===== src/rtl/mcu_io_pkg.sv =====
// Shared constants for the MCU I/O port blocks.
// Button port sizing and the default debounce qualification length live here.
package mcu_io_pkg;

  localparam int NUM_BTN          = 4;
  localparam int DEFAULT_DB_COUNT = 500000;

  // CPU input-port map for the I/O blocks on this bus
  localparam logic [7:0] BTN_EVENT_PORT_ADDR = 8'h20;
  localparam logic [7:0] BTN_LEVEL_PORT_ADDR = 8'h21;

endpackage


===== src/rtl/btn_event_port_if.sv =====
// CPU-side port of the button event block: read strobe, event flags, interrupt.
interface btn_event_port_if;
  import mcu_io_pkg::*;

  logic               RD;
  logic [NUM_BTN-1:0] DOUT;
  logic               INTR;

  modport master (output RD, input DOUT, input INTR);
  modport slave  (input RD, output DOUT, output INTR);

endinterface


===== src/rtl/btn_event_port_debounce_bit.sv =====
// One button bit: 2-flop synchronizer, stability counter and debounced level.
// RISE is combinational and marks the edge on which LEVEL will go 0->1.
module debounce_bit
  import mcu_io_pkg::*;
#(
  parameter int DB_COUNT = DEFAULT_DB_COUNT
) (
  input  logic CLK,
  input  logic RST,
  input  logic IN,
  output logic LEVEL,
  output logic RISE
);

  localparam int            CW       = $clog2(DB_COUNT + 1);
  localparam logic [CW-1:0] CNT_LAST = CW'(DB_COUNT - 1);

  logic [1:0]    sync_q;
  logic [CW-1:0] cnt_q;
  logic          level_q;
  logic          differ;
  logic          done;

  assign differ = sync_q[1] ^ level_q;
  assign done   = differ && (cnt_q == CNT_LAST);
  // differ with sync high can only mean the level is about to rise
  assign RISE   = done & sync_q[1];
  assign LEVEL  = level_q;

  always_ff @(posedge CLK) begin
    if (RST) begin
      sync_q  <= '0;
      cnt_q   <= '0;
      level_q <= 1'b0;
    end else begin
      sync_q <= {sync_q[0], IN};
      if (!differ) begin
        cnt_q <= '0;
      end else if (done) begin
        level_q <= sync_q[1];
        cnt_q   <= '0;
      end else begin
        cnt_q <= cnt_q + CW'(1);
      end
    end
  end

endmodule


===== src/rtl/btn_event_port.sv =====
// Button event port: debounced levels plus sticky rising-edge flags that the
// CPU reads and clears with RD; INTR is raised while any flag is pending.
module btn_event_port
  import mcu_io_pkg::*;
#(
  parameter int DB_COUNT = DEFAULT_DB_COUNT
) (
  input  logic               CLK,
  input  logic               RST,
  input  logic [NUM_BTN-1:0] BTN,
  output logic [NUM_BTN-1:0] LEVEL,
  btn_event_port_if.slave    cpu
);

  logic [NUM_BTN-1:0] rise;
  logic [NUM_BTN-1:0] dout_q;

  for (genvar i = 0; i < NUM_BTN; i++) begin : g_bit
    debounce_bit #(
      .DB_COUNT(DB_COUNT)
    ) u_db (
      .CLK  (CLK),
      .RST  (RST),
      .IN   (BTN[i]),
      .LEVEL(LEVEL[i]),
      .RISE (rise[i])
    );
  end

  // a new event on the read edge survives the clear
  always_ff @(posedge CLK) begin
    if (RST) begin
      dout_q <= '0;
    end else begin
      dout_q <= (cpu.RD ? '0 : dout_q) | rise;
    end
  end

  assign cpu.DOUT = dout_q;
  assign cpu.INTR = |dout_q;

endmodule


===== src/flat_wrapper.sv =====
// flat-port wrapper written by rule: the top's interface ports become plain ports
module btn_event_port_flat import mcu_io_pkg::*;
#(
  parameter int DB_COUNT = DEFAULT_DB_COUNT
)
  (CLK, RST, BTN, LEVEL, cpu_RD, cpu_DOUT, cpu_INTR);
  btn_event_port_if cpu_i ();
  input  logic CLK;
  input  logic RST;
  input  logic [NUM_BTN-1:0] BTN;
  output logic [NUM_BTN-1:0] LEVEL;
  input wire logic [$bits(cpu_i.RD)-1:0] cpu_RD;
  output wire logic [$bits(cpu_i.DOUT)-1:0] cpu_DOUT;
  output wire logic [$bits(cpu_i.INTR)-1:0] cpu_INTR;
  assign cpu_i.RD = cpu_RD;
  assign cpu_DOUT = cpu_i.DOUT;
  assign cpu_INTR = cpu_i.INTR;
  btn_event_port #(.DB_COUNT(DB_COUNT)) u_core (.CLK(CLK), .RST(RST), .BTN(BTN), .LEVEL(LEVEL), .cpu(cpu_i));
endmodule

===== config.mk =====
export PLATFORM = sky130hd
export DESIGN_NAME = btn_event_port_flat
export DESIGN_NICKNAME = d
export VERILOG_FILES = /design/src/rtl/mcu_io_pkg.sv /design/src/rtl/btn_event_port_if.sv /design/src/rtl/btn_event_port_debounce_bit.sv /design/src/rtl/btn_event_port.sv /design/src/flat_wrapper.sv
export SDC_FILE = /design/constraint.sdc
export NUM_CORES = 1
export LEC_CHECK = 0
export CORE_MARGIN = 3
export CORE_UTILIZATION = 55
export CTS_BUF_LIST = sky130_fd_sc_hd__clkbuf_4 sky130_fd_sc_hd__clkbuf_8 sky130_fd_sc_hd__clkbuf_16
export DETAILED_ROUTE_END_ITERATION = 10
export DONT_BUFFER_PORTS = 1
export PLACE_DENSITY = 0.71
export SETUP_SLACK_MARGIN = 0.5
export SKIP_LAST_GASP = 1
export SYNTH_ARGS = -nofsm -noshare
export SYNTH_HDL_FRONTEND = slang
export SYNTH_SLANG_ARGS = --single-unit

===== constraint.sdc =====
create_clock -name CLK -period 2.4 [get_ports CLK]
set_input_delay 0.72 -clock CLK [delete_from_list [all_inputs] [get_ports CLK]]
set_output_delay 0.72 -clock CLK [all_outputs]
set_load 0.1 [all_outputs]

==> metrics <==
H-tree Lvls=3; Die X=just over 90 um; Final HPWL DP=5.362 mm; multiplexer area fraction after synthesis=0.007449; root buf cell=clkbuf_8; worst-margin pin slew=between 0.5 and 0.6 ns; Clock Latency Late Sink=between 0.3 and 0.4 ns; Synth Area in Adders=0.01241; total congestion overflow=0; Reg power frac=0.588; Fillers=between 600 and 700; post-route setup TNS=0 ns; first-pass GRT wire length=around 13 mm; ratio of cells with drive above 1 in the final layout=0.1173; final core occ=0.6492; post-placement cell count=approximately 560; WHS Path Cells=1; fin worst setup slack=0.2856 ns; syn_area_per_cell=about 8.7 um^2; Port Buf Inserts=0; final net count=493; Syn Std Cell Area=between 4000 and 5000 um^2; final WL=approximately 7.8 mm; instance count of the mapped netlist=464; Switching Power=around 540 uW; Setup-failing EPs final=0; most common cell after layout, fill and taps aside=dfxtp_1; yosys warns=0; slew margin rel.=0.6063; delay of the slowest critical-path stage=between 0.7 and 0.8 ns; core area=approximately 6900 um^2; critical path peak fanout=2; CTS tree=yes; Hold WC Path Type=in -> reg; status=finished clean; clk sink count=just over 90; DR DRC count=0; worst r2r path cells=4; Final Non-Filler Cells=583; clock slew at reported path FFs=~0.090 ns; power per cell area=roughly 580 nW/um^2; RSZ-0062 raised after global routing=yes; CP arrival=1.39 ns; Internal=around 2.1 mW; CP Capture Type=output pin; antenna violations before repair=1; pin count of the biggest net entering global routing=27; die area=~8400 um^2; CP top delay family=simple AND/OR/NAND/NOR gates; GRT Total Usage=0.1913; DRT Pass-1 Iters=4; commonest non-fill, non-tap cells in the layout=85 x dfxtp_1, 81 x nor2_1, 56 x xnor2_1; Clock Skew=about 0.012 ns; ratio of final minimum period to clock period=0.8810; max-cap violations=0; combinational share of power=0.012; Netlist cell types=39; worst path cell trace=or4_4; Via density=approximately 5.5; vias in the first global route=roughly 2900; Syn Nets=about 480; io pins=16; leakage power total=approximately 1.3 nW; Antenna Nets Post-Route=0; Req. time, crit path=1.68 ns; cell row count=30; XOR/XNOR Fraction of Synth Area=0.1347; final slew viol count=0; Simple-Gate Fraction of Synth Area=0.3060; clock share of power=0.401; critical path depth=1; Hold WS=0.4158 ns; pre-CTS setup slack=approximately 0.36 ns; main combinational cell family by area after synthesis=simple AND/OR/NAND/NOR gates; crit path kind=reg -> out; compound-gate portion of the synthesized area=0.04593; initial drt markers=84; clk buf depth=2; worst vdd ir=around 340 uV; Vias=between 3000 and 4000; DR WL/cell=~13 um; Crit-path slowest cell=or4_4; Initial Util=0.5805; Synth Register Bits=92; chip height=91.62 um; switching share of power=0.2056; crit path time final=around 2.1 ns; fmax=around 470 MHz; Routability Congestion=between 0.8 and 0.9; register area share after synthesis=0.4569; Setup crit start kind=flip-flop; final hold vios=0; TritonCTS Buffers=9; Buf/Inv on CP=0; area delta synth->final=11.82%
==> final cells by class <==
type | instances | area [um^2] | area share
Antenna cell | 1 | 2.502 | 0.0005551
Clock buffer | 11 | 151.4 | 0.03358
Clock inverter | 4 | 48.80 | 0.01082
Inverter | 20 | 75.07 | 0.01665
Multi-Input combinational cell | 337 | 2082 | 0.4618
Sequential cell | 92 | 1851 | 0.4105
Tap cell | 96 | 120.1 | 0.02664
Timing Repair Buffer | 22 | 177.7 | 0.03941
==> final timing paths <==
kind	start	to	slack [ns]
hold / removal	RST	u_core.cpu.DOUT[0]	0.42
hold reg to reg	u_core.g_bit[0].u_db.cnt_q[0]	u_core.g_bit[0].u_db.cnt_q[0]	0.44
setup / recovery	u_core.cpu.DOUT[2]	cpu_INTR	0.29
setup reg to reg	u_core.g_bit[0].u_db.cnt_q[12]	u_core.cpu.DOUT[0]	0.36
==> logic make-up (layout without fill, tap and decap cells) <==
group	after synthesis	after routing
XOR/XNOR	62	62
multiplexers	3	3
buffers and inverters	35	57
flip-flops	92	92
AND/OR/NAND/NOR	237	237
other	0	1
AO/OA/AOI/OAI	31	31
adder cells (fa/ha/maj)	4	4
==> layer usage <==
metal | vias to the layer above | track usage | wire [um]
met1 | 1504 | 0.2435 | 3643
met3 | 14 | 0.06727 | 349
met2 | 41 | 0.2995 | 3628
met5 | - | 0 | 0
met4 | 0 | 0.06910 | 140
li1 | 1646 | - | -
==> registers in the layout, summed over array words and instances, names as in the netlist <==
| register | flops |
|---|---|
| u_core.g_bit.u_db.cnt_q | 76 |
| u_core.g_bit.u_db.sync_q | 8 |
| u_core.cpu.DOUT | 4 |
| u_core.g_bit.u_db.LEVEL | 4 |
==> metrics by stage <==
stage / instance area, um^2 / power, mW
2_1_floorplan: 4054 / 1.599
3_3_place_gp: 4227 / 1.602
3_5_place_dp: 4227 / 1.603
4_1_cts: 4464 / 2.650
5_1_grt: 4508 / 2.718
6_report: 4508 / 2.618
==> cell usage after synthesis <==
library cell	number	area, um^2
nand4bb_1	2	22.52
or3_1	4	25.02
nor4bb_1	1	10.01
buf_2	1	5.000
o221ai_1	1	8.760
a21oi_1	14	70.07
mux2i_1	3	30.03
nand4_1	23	143.9
dfxtp_1	92	1842
nand2_1	16	60.06
buf_4	4	30.03
inv_1	20	75.07
o21ai_1	3	15.01
nor4b_1	4	35.03
ha_1	4	50.05
o41ai_1	1	8.760
a31o_2	3	26.28
o31ai_1	1	7.510
nor4_1	25	156.4
or2_2	1	6.260
nand3_1	26	130.1
clkbuf_1	10	37.54
and4_1	2	17.52
nor3b_1	2	15.01
nand2b_1	6	37.54
nor2_1	81	304.0
and2_1	1	6.260
and3_1	4	25.02
nor2b_1	9	56.30
o21ai_0	6	30.03
nand4b_1	2	17.52
xor2_1	6	52.55
or3b_1	1	8.760
or4_1	6	45.04
o21bai_2	1	11.26
xnor2_1	56	490.5
a21o_1	1	7.510
or4_4	1	11.26
nor3_1	20	100.1
==> timing repair <==
action | in CTS | in global routing
endpoints found under the setup margin | 18 | 24
endpoints found under the hold margin | 0 | 0
setup buffers | 2 | 3
resized for setup | 5 | 3
hold buffers | 0 | 0
pin swaps | 3 | 4
==> power by group through the flow <==
| stage | Sequential [mW] | Combinational, mW | Clock, mW |
|---|---|---|---|
| floorplan | 1.57 | 0.0261 | 0 |
| global placement | 1.57 | 0.0276 | 0 |
| detailed placement | 1.57 | 0.0285 | 0 |
| CTS | 1.54 | 0.0312 | 1.08 |
| global route | 1.54 | 0.0346 | 1.14 |
| finish | 1.54 | 0.0309 | 1.05 |
(Power assumes the default switching activity.)
